==> src/rtl/icm42688_ctrl.sv <==
// Autonomous SPI (mode 0) controller for the ICM-42688-P: power-up wait, WHO_AM_I check,
// configuration, then periodic 14-byte burst reads. Define ICM42688_DRDY_POLL_EN to gate bursts on DATA_RDY.
module icm42688_ctrl #(
  parameter int SYS_CLK_HZ = 100_000_000,
  parameter int SPI_CLK_HZ = 1_000_000,
  parameter int CLK_DIV    = SYS_CLK_HZ / (2 * SPI_CLK_HZ),
  parameter int SAMPLE_HZ  = 1000
) (
  input  logic               clk_i,
  input  logic               rst_i,
  output logic signed [15:0] accel_x_o,
  output logic signed [15:0] accel_y_o,
  output logic signed [15:0] accel_z_o,
  output logic signed [15:0] gyro_x_o,
  output logic signed [15:0] gyro_y_o,
  output logic signed [15:0] gyro_z_o,
  output logic signed [15:0] temp_o,
  output logic               data_valid_o,
  output logic               init_done_o,
  output logic               error_o,
  output logic               spi_sck_o,
  output logic               spi_mosi_o,
  input  logic               spi_miso_i,
  output logic               spi_cs_n_o
);

  localparam int MS_CYC    = (SYS_CLK_HZ / 1000 > 0) ? SYS_CLK_HZ / 1000 : 1;
  localparam int RETRY_CYC = 10 * MS_CYC;
  localparam int SMP_CYC   = (SYS_CLK_HZ / SAMPLE_HZ > 0) ? SYS_CLK_HZ / SAMPLE_HZ : 1;
  localparam int DW        = $clog2(2 * CLK_DIV + 1);

  // ---------------- SPI byte engine ----------------
  typedef enum logic [1:0] {E_IDLE, E_LOW, E_HIGH, E_GUARD} estate_t;

  estate_t       est_q;
  logic [DW-1:0] div_q;
  logic [2:0]    bit_q;
  logic [3:0]    byte_q;
  logic [7:0]    tx_q, rx_q;
  logic [7:0]    rx_buf_q [14];
  logic          sck_q, mosi_q, cs_n_q, xfer_end_q;

  // request registers driven by the control FSM
  logic          start_q;
  logic [7:0]    cmd_q, wdat_q;
  logic [3:0]    nbytes_q;

  always_ff @(posedge clk_i or posedge rst_i) begin
    if (rst_i) begin
      est_q      <= E_IDLE;
      div_q      <= '0;
      bit_q      <= '0;
      byte_q     <= '0;
      tx_q       <= '0;
      rx_q       <= '0;
      sck_q      <= 1'b0;
      mosi_q     <= 1'b0;
      cs_n_q     <= 1'b1;
      xfer_end_q <= 1'b0;
      for (int i = 0; i < 14; i++) rx_buf_q[i] <= '0;
    end else begin
      xfer_end_q <= 1'b0;
      case (est_q)
        E_IDLE: begin
          if (start_q) begin
            cs_n_q <= 1'b0;
            tx_q   <= cmd_q;
            mosi_q <= cmd_q[7];
            div_q  <= '0;
            bit_q  <= '0;
            byte_q <= '0;
            est_q  <= E_LOW;
          end
        end
        E_LOW: begin
          if (div_q == DW'(CLK_DIV - 1)) begin
            div_q <= '0;
            sck_q <= 1'b1;
            rx_q  <= {rx_q[6:0], spi_miso_i};
            est_q <= E_HIGH;
          end else begin
            div_q <= div_q + 1'b1;
          end
        end
        E_HIGH: begin
          if (div_q == DW'(CLK_DIV - 1)) begin
            div_q <= '0;
            sck_q <= 1'b0;
            if (bit_q == 3'd7) begin
              if (byte_q != 4'd0) rx_buf_q[byte_q - 4'd1] <= rx_q;
              if (byte_q == nbytes_q - 4'd1) begin
                cs_n_q     <= 1'b1;
                mosi_q     <= 1'b0;
                xfer_end_q <= 1'b1;
                est_q      <= E_GUARD;
              end else begin
                // only a write carries a payload byte; read bytes clock out zeros
                tx_q   <= (byte_q == 4'd0) ? wdat_q : 8'h00;
                mosi_q <= (byte_q == 4'd0) ? wdat_q[7] : 1'b0;
                byte_q <= byte_q + 4'd1;
                bit_q  <= '0;
                est_q  <= E_LOW;
              end
            end else begin
              tx_q   <= {tx_q[6:0], 1'b0};
              mosi_q <= tx_q[6];
              bit_q  <= bit_q + 3'd1;
              est_q  <= E_LOW;
            end
          end else begin
            div_q <= div_q + 1'b1;
          end
        end
        default: begin
          if (div_q == DW'(2 * CLK_DIV - 1)) begin
            div_q <= '0;
            est_q <= E_IDLE;
          end else begin
            div_q <= div_q + 1'b1;
          end
        end
      endcase
    end
  end

  // ---------------- control FSM ----------------
  typedef enum logic [3:0] {
    S_PWR_WAIT, S_WHO_REQ, S_WHO_WAIT, S_RETRY,
    S_CFG_REQ, S_CFG_WAIT, S_CFG_DLY,
    S_RUN, S_BURST_REQ, S_BURST_WAIT,
    S_POLL_REQ, S_POLL_WAIT, S_POLL_DLY
  } state_t;

  state_t      st_q;
  logic [31:0] tmr_q, smp_q;
  logic        tick_q;
  logic [1:0]  cfg_idx_q;
  logic [15:0] ax_q, ay_q, az_q, gx_q, gy_q, gz_q, tp_q;
  logic        dv_q, done_q, err_q;
  logic        eng_idle;

  assign eng_idle = (est_q == E_IDLE);

  always_ff @(posedge clk_i or posedge rst_i) begin
    if (rst_i) begin
      st_q      <= S_PWR_WAIT;
      tmr_q     <= 32'(MS_CYC - 1);
      smp_q     <= '0;
      tick_q    <= 1'b0;
      cfg_idx_q <= '0;
      start_q   <= 1'b0;
      cmd_q     <= '0;
      wdat_q    <= '0;
      nbytes_q  <= '0;
      ax_q      <= '0;
      ay_q      <= '0;
      az_q      <= '0;
      gx_q      <= '0;
      gy_q      <= '0;
      gz_q      <= '0;
      tp_q      <= '0;
      dv_q      <= 1'b0;
      done_q    <= 1'b0;
      err_q     <= 1'b0;
    end else begin
      start_q <= 1'b0;
      dv_q    <= 1'b0;
      // sample ticks latch as pending so a slow burst leads straight into the next one
      if (smp_q == 32'(SMP_CYC - 1)) begin
        smp_q  <= '0;
        tick_q <= 1'b1;
      end else begin
        smp_q <= smp_q + 32'd1;
      end
      case (st_q)
        S_PWR_WAIT: begin
          if (tmr_q == 32'd0) st_q <= S_WHO_REQ;
          else tmr_q <= tmr_q - 32'd1;
        end
        S_WHO_REQ: begin
          if (eng_idle) begin
            start_q  <= 1'b1;
            cmd_q    <= 8'hF5;
            wdat_q   <= 8'h00;
            nbytes_q <= 4'd2;
            st_q     <= S_WHO_WAIT;
          end
        end
        S_WHO_WAIT: begin
          if (xfer_end_q) begin
            if (rx_buf_q[0] == 8'h47) begin
              cfg_idx_q <= '0;
              st_q      <= S_CFG_REQ;
            end else begin
              err_q  <= 1'b1;
              done_q <= 1'b0;
              tmr_q  <= 32'(RETRY_CYC - 1);
              st_q   <= S_RETRY;
            end
          end
        end
        S_RETRY: begin
          if (tmr_q == 32'd0) st_q <= S_WHO_REQ;
          else tmr_q <= tmr_q - 32'd1;
        end
        S_CFG_REQ: begin
          if (eng_idle) begin
            start_q  <= 1'b1;
            nbytes_q <= 4'd2;
            case (cfg_idx_q)
              2'd0:    begin cmd_q <= 8'h11; wdat_q <= 8'h01; end
              2'd1:    begin cmd_q <= 8'h4E; wdat_q <= 8'h0F; end
              2'd2:    begin cmd_q <= 8'h4F; wdat_q <= 8'h06; end
              default: begin cmd_q <= 8'h50; wdat_q <= 8'h06; end
            endcase
            st_q <= S_CFG_WAIT;
          end
        end
        S_CFG_WAIT: begin
          if (xfer_end_q) begin
            cfg_idx_q <= cfg_idx_q + 2'd1;
            // soft reset and power-mode writes need 1 ms to settle
            if (cfg_idx_q < 2'd2) begin
              tmr_q <= 32'(MS_CYC - 1);
              st_q  <= S_CFG_DLY;
            end else if (cfg_idx_q == 2'd3) begin
              err_q  <= 1'b0;
              done_q <= 1'b1;
              st_q   <= S_RUN;
            end else begin
              st_q <= S_CFG_REQ;
            end
          end
        end
        S_CFG_DLY: begin
          if (tmr_q == 32'd0) st_q <= S_CFG_REQ;
          else tmr_q <= tmr_q - 32'd1;
        end
        S_RUN: begin
          if (tick_q) begin
            tick_q <= 1'b0;
`ifdef ICM42688_DRDY_POLL_EN
            st_q <= S_POLL_REQ;
`else
            st_q <= S_BURST_REQ;
`endif
          end
        end
        S_BURST_REQ: begin
          if (eng_idle) begin
            start_q  <= 1'b1;
            cmd_q    <= 8'h9D;
            wdat_q   <= 8'h00;
            nbytes_q <= 4'd15;
            st_q     <= S_BURST_WAIT;
          end
        end
        S_BURST_WAIT: begin
          if (xfer_end_q) begin
            tp_q <= {rx_buf_q[0],  rx_buf_q[1]};
            ax_q <= {rx_buf_q[2],  rx_buf_q[3]};
            ay_q <= {rx_buf_q[4],  rx_buf_q[5]};
            az_q <= {rx_buf_q[6],  rx_buf_q[7]};
            gx_q <= {rx_buf_q[8],  rx_buf_q[9]};
            gy_q <= {rx_buf_q[10], rx_buf_q[11]};
            gz_q <= {rx_buf_q[12], rx_buf_q[13]};
            dv_q <= 1'b1;
            st_q <= S_RUN;
          end
        end
        S_POLL_REQ: begin
          if (eng_idle) begin
            start_q  <= 1'b1;
            cmd_q    <= 8'hAD;
            wdat_q   <= 8'h00;
            nbytes_q <= 4'd2;
            st_q     <= S_POLL_WAIT;
          end
        end
        S_POLL_WAIT: begin
          if (xfer_end_q) begin
            if (rx_buf_q[0][3]) begin
              st_q <= S_BURST_REQ;
            end else begin
              tmr_q <= 32'(2 * CLK_DIV - 1);
              st_q  <= S_POLL_DLY;
            end
          end
        end
        default: begin
          if (tmr_q == 32'd0) st_q <= S_POLL_REQ;
          else tmr_q <= tmr_q - 32'd1;
        end
      endcase
    end
  end

  assign accel_x_o    = ax_q;
  assign accel_y_o    = ay_q;
  assign accel_z_o    = az_q;
  assign gyro_x_o     = gx_q;
  assign gyro_y_o     = gy_q;
  assign gyro_z_o     = gz_q;
  assign temp_o       = tp_q;
  assign data_valid_o = dv_q;
  assign init_done_o  = done_q;
  assign error_o      = err_q;
  assign spi_sck_o    = sck_q;
  assign spi_mosi_o   = mosi_q;
  assign spi_cs_n_o   = cs_n_q;

endmodule

==> config.mk <==
export PLATFORM = sky130hd
export DESIGN_NAME = icm42688_ctrl
export DESIGN_NICKNAME = d
export VERILOG_FILES = /design/src/rtl/icm42688_ctrl.sv
export SDC_FILE = /design/constraint.sdc
export NUM_CORES = 1
export LEC_CHECK = 0
export CAP_MARGIN = 20
export CORE_ASPECT_RATIO = 0.6
export CORE_MARGIN = 1
export CORE_UTILIZATION = 46
export DETAILED_ROUTE_END_ITERATION = 12
export PLACE_DENSITY = 0.68
export SYNTH_ARGS = -nofsm -noshare
export SYNTH_HDL_FRONTEND = slang
export SYNTH_SLANG_ARGS = --single-unit
==> constraint.sdc <==
create_clock -name clk_i -period 11.25 [get_ports clk_i]
set_clock_uncertainty 0.05 [all_clocks]
set_input_delay 2.25 -clock clk_i [delete_from_list [all_inputs] [get_ports clk_i]]
set_output_delay 2.25 -clock clk_i [all_outputs]
set_load 0.02 [all_outputs]
==> results.py <==
metrics = {
    "outcome": {
        "status": "finished clean",
    },
    "synthesis": {
        "synth_cell_types": 66,
        "ys_top_cells_by_area": "dfrtp_1 (56%), mux2_2 (17%), nand2_1 (2.2%), ha_1 (2.1%), dfstp_2 (1.9%)",
        "ys_ff_latch": 347,
        "ys_seq_area_frac": 0.5795,
        "synthXorXnorAreaFrac": 0.02335,
        "yosysWarnings": 0,
        "synth_top_area_cell": "dfrtp_1",
        "avgSynthCellArea_um2": 12.58,
        "synth_edf_count": 0,
        "synthMuxAreaShare": 0.1798,
        "async_flop_share": 1.000,
        "synth-adder-area-share": 0.02084,
        "yosys.area_share.simple": 0.1106,
        "synth.top_cell.area_share": 0.5603,
        "syn_nets": 1221,
        "synth_top_family_by_area": "multiplexers",
        "netlist_instances": 1193,
        "synth_area_mm2": 0.01501,
        "synth_compound_area_frac": 0.06695,
        "synth_ff_type": "dfrtp_1",
    },
    "timing": {
        "tns_ps": 0,
        "maxSlewHeadroom": 0.3226,
        "fmax_ghz": 0.2205,
        "tightest_slew_ps": 1014,
        "fin_crit_ps": 4534,
        "final_hold_viol_count": 0,
        "rsz0062_at_grt": "no",
        "setup_viol": 0,
        "drv_slew": 0,
        "fin_crit_sh": 0.4031,
    },
    "global_route": {
        "met1_usage": 0.3222,
        "use_met2": 0.2824,
        "grt_pass1_vias": 9471,
        "grt_pass1_wl_um": 53270,
        "gr-total-overflow": 0,
        "met3_usage": 0.03268,
        "track_usage": 0.2001,
        "grt_max_degree": 172,
        "antenna_found_initial": 0,
        "busiest_layer": "met1",
    },
    "power_and_ir_drop": {
        "seqPwrFrac": 0.553,
        "internal-power_mw": 1.786,
        "p_switching_uw": 473.2,
        "power_density_mw_per_mm2": 128.7,
        "clkPwrFrac": 0.436,
        "p_leak_nw": 8.291,
        "comb_power_share": 0.011,
        "irDropWorstVdd_mv": 0.1029,
        "switching_share": 0.2095,
    },
    "clocking": {
        "clock-root-buffer": "clkbuf_16",
        "clk-insertion-delay-late_ps": 570,
        "post-cts-setup-buffer-count": 0,
        "cts_sinks": 347,
        "ctsResizeCount": 0,
        "cts_tree": "yes",
        "cts_buffer_depth": 3,
        "hold_buffers": 0,
        "htreeDepth": 1,
        "clk_pin_slew_ps": 60,
        "numCtsBuffers": 30,
    },
    "die": {
        "die_w_um": 235.2,
        "coreArea_mm2": 0.03166,
        "die_area_mm2": 0.03337,
        "row_count": 50,
        "initial_core_util": 0.4741,
        "die_y_um": 141.9,
        "io-pin-count": 121,
    },
    "finish": {
        "diodes": 0,
        "fin_nets": 1334,
        "instances_no_fill": 1742,
        "final_area_mm2": 0.01756,
        "regArea_mm2": 0.008697,
        "synthToLayoutAreaGrowth_pct": 16.98,
        "multi_input_area_mm2": 0.006033,
        "fillers": 2613,
        "layout-drive-gt1-share": 0.2330,
    },
    "worst_setup_path": {
        "crit_path_start_kind": "primary input",
        "rr_endpoint": "st_q[1]",
        "required_ps": 11760,
        "reg2reg_slack_ps": 7550,
        "rr_worst_depth": 6,
        "crit_type": "in2async",
        "worstPathArrival_ps": 5050,
        "rr_startpoint": "st_q[2]",
        "crit_fanout": 171,
        "crit_end": "st_q[3]",
        "end_kind": "asynchronous set/reset pin",
        "cp-startpoint": "rst_i",
    },
    "place": {
        "io_buffers": 120,
        "place_congestion": 0.8542,
        "dp_cells": 1689,
        "dpl_cell_area_mm2": 0.01660,
        "hpwl_um": 22190,
    },
    "drt": {
        "drtIter0Drc": 718,
        "via_count": 9725,
        "drtAntennaViolNets": 0,
        "wirelength_um": 32670,
        "post_drt_via_cell_ratio": 5.583,
        "drt-wirelength-per-cell_um": 18.76,
        "drcViolationCount": 0,
        "drt_first_pass_iters": 5,
    },
    "flow_run": {
        "max_cap_viol_count": 0,
    },
    "min_path": {
        "hold_start": "smp_q[31]",
        "min_path_type": "reg2reg",
    },
}
## power by group through the flow
stage          combinational [mW]  sequential (mW)  clock (mW)
3_5_place_dp               0.0275             1.27           0
2_1_floorplan              0.0187             1.27           0
5_1_grt                    0.0313             1.25        1.06
4_1_cts                    0.0275             1.25        1.01
3_3_place_gp               0.0272             1.27           0
6_report                   0.0255             1.25       0.985
## worst max-delay path, cell delays in order
cell and delay, ps:
clkdlybuf4s50_1 440, clkinvlp_4 570, buf_12 620, buf_4 860
## metal layers
metal	part of all wire	wire, um
met1	0.52	16880
met2	0.42	13670
met3	0.050	1648
met4	0.015	478
met5	0	0
## placed cells by master, fill, tap and decap left out, types with 8 or more instances in the layout
cell type / netlist / routed
clkbuf_16: 0 / 30
and3_1: 14 / 14
or3_1: 14 / 14
clkdlybuf4s50_1: 0 / 120
nand2b_1: 9 / 9
mux2_2: 233 / 233
dfrtp_1: 336 / 336
nand4_1: 15 / 15
xor2_1: 21 / 21
ha_1: 25 / 25
or4_1: 9 / 9
clkbuf_1: 30 / 8
nor2_1: 59 / 58
a22o_1: 8 / 8
nor3_1: 26 / 26
inv_1: 22 / 21
dfstp_2: 11 / 11
xnor2_1: 19 / 19
nor4_1: 13 / 13
nand2_1: 88 / 88
nand3_1: 19 / 19
nor2b_1: 10 / 10
a21oi_1: 34 / 34
o21ai_0: 54 / 53
## logic make-up (layout without fill, tap and decap cells)
family,count (synthesis),in the layout
fa+ha+maj,25,25
mux,240,240
compound gates,158,158
flops,347,347
buf+inv,69,202
xor+xnor,40,40
simple gates,314,314
## cell usage after synthesis (5+ instances only)
cell type,number
a21oi_1,34
o21ai_0,54
or3_1,14
nor2b_1,10
a31oi_1,6
a22oi_1,5
o31ai_1,7
o22ai_1,7
ha_1,25
nand2b_1,9
o211ai_1,6
nor2_1,59
mux2_2,233
and3_1,14
and2_0,5
nor3_1,26
clkbuf_1,30
dfrtp_1,336
xor2_1,21
nand4_1,15
nand3_1,19
nand2_1,88
or4_1,9
and2_1,7
buf_2,14
dfstp_2,11
a22o_1,8
xnor2_1,19
inv_1,22
nor4_1,13
## how the worst min path moves through the flow
| stage | endpoint | slack (ps) | depth (start not counted) |
|---|---|---|---|
| 2_1_floorplan | nbytes_q[1] | 390 | 1 |
| 3_5_place_dp | smp_q[31] | 420 | 1 |
| 4_1_cts | smp_q[31] | 430 | 1 |
| 3_3_place_gp | smp_q[31] | 400 | 1 |
| 5_1_grt | smp_q[31] | 440 | 1 |
| 6_report | smp_q[31] | 420 | 1 |
## final cells by class
cell class                 instances  area share
timing repair buffer             127     0.07327
clock buffer                      45     0.04996
inverter                          23    0.005131
tap                              416     0.02965
clock inverter                     7    0.002922
multi-input combinational        777      0.3437
sequential                       347      0.4954
## stage by stage
stage                 util  hold slack [ps]  total power [mW]  setup WS, ps
finish              0.5546            417.7             2.259          6716
CTS                 0.5537            425.9             2.289          6658
floorplan                -            388.8             1.291          4315
detailed placement  0.5244            416.3             1.300          6047
global route        0.5546            439.5             2.339          6253
global placement    0.5244            404.6             1.300          6066
## registers in the layout, summed over array words and instances (netlist names), 2 cells and up
| register | cells |
|---|---|
| wdat_q | 3 |
| est_q | 2 |
| bit_q | 3 |
| nbytes_q | 2 |
| tx_q | 7 |
| byte_q | 4 |
| cmd_q | 8 |
| gyro_y_o | 16 |
| gyro_z_o | 16 |
| cfg_idx_q | 2 |
| accel_x_o | 16 |
| rx_buf_q | 112 |
| temp_o | 16 |
| st_q | 4 |
| div_q | 7 |
| smp_q | 32 |
| rx_q | 8 |
| accel_z_o | 16 |
| accel_y_o | 16 |
| tmr_q | 32 |
| gyro_x_o | 16 |
Note: power is estimated with default switching activity, not from simulation.
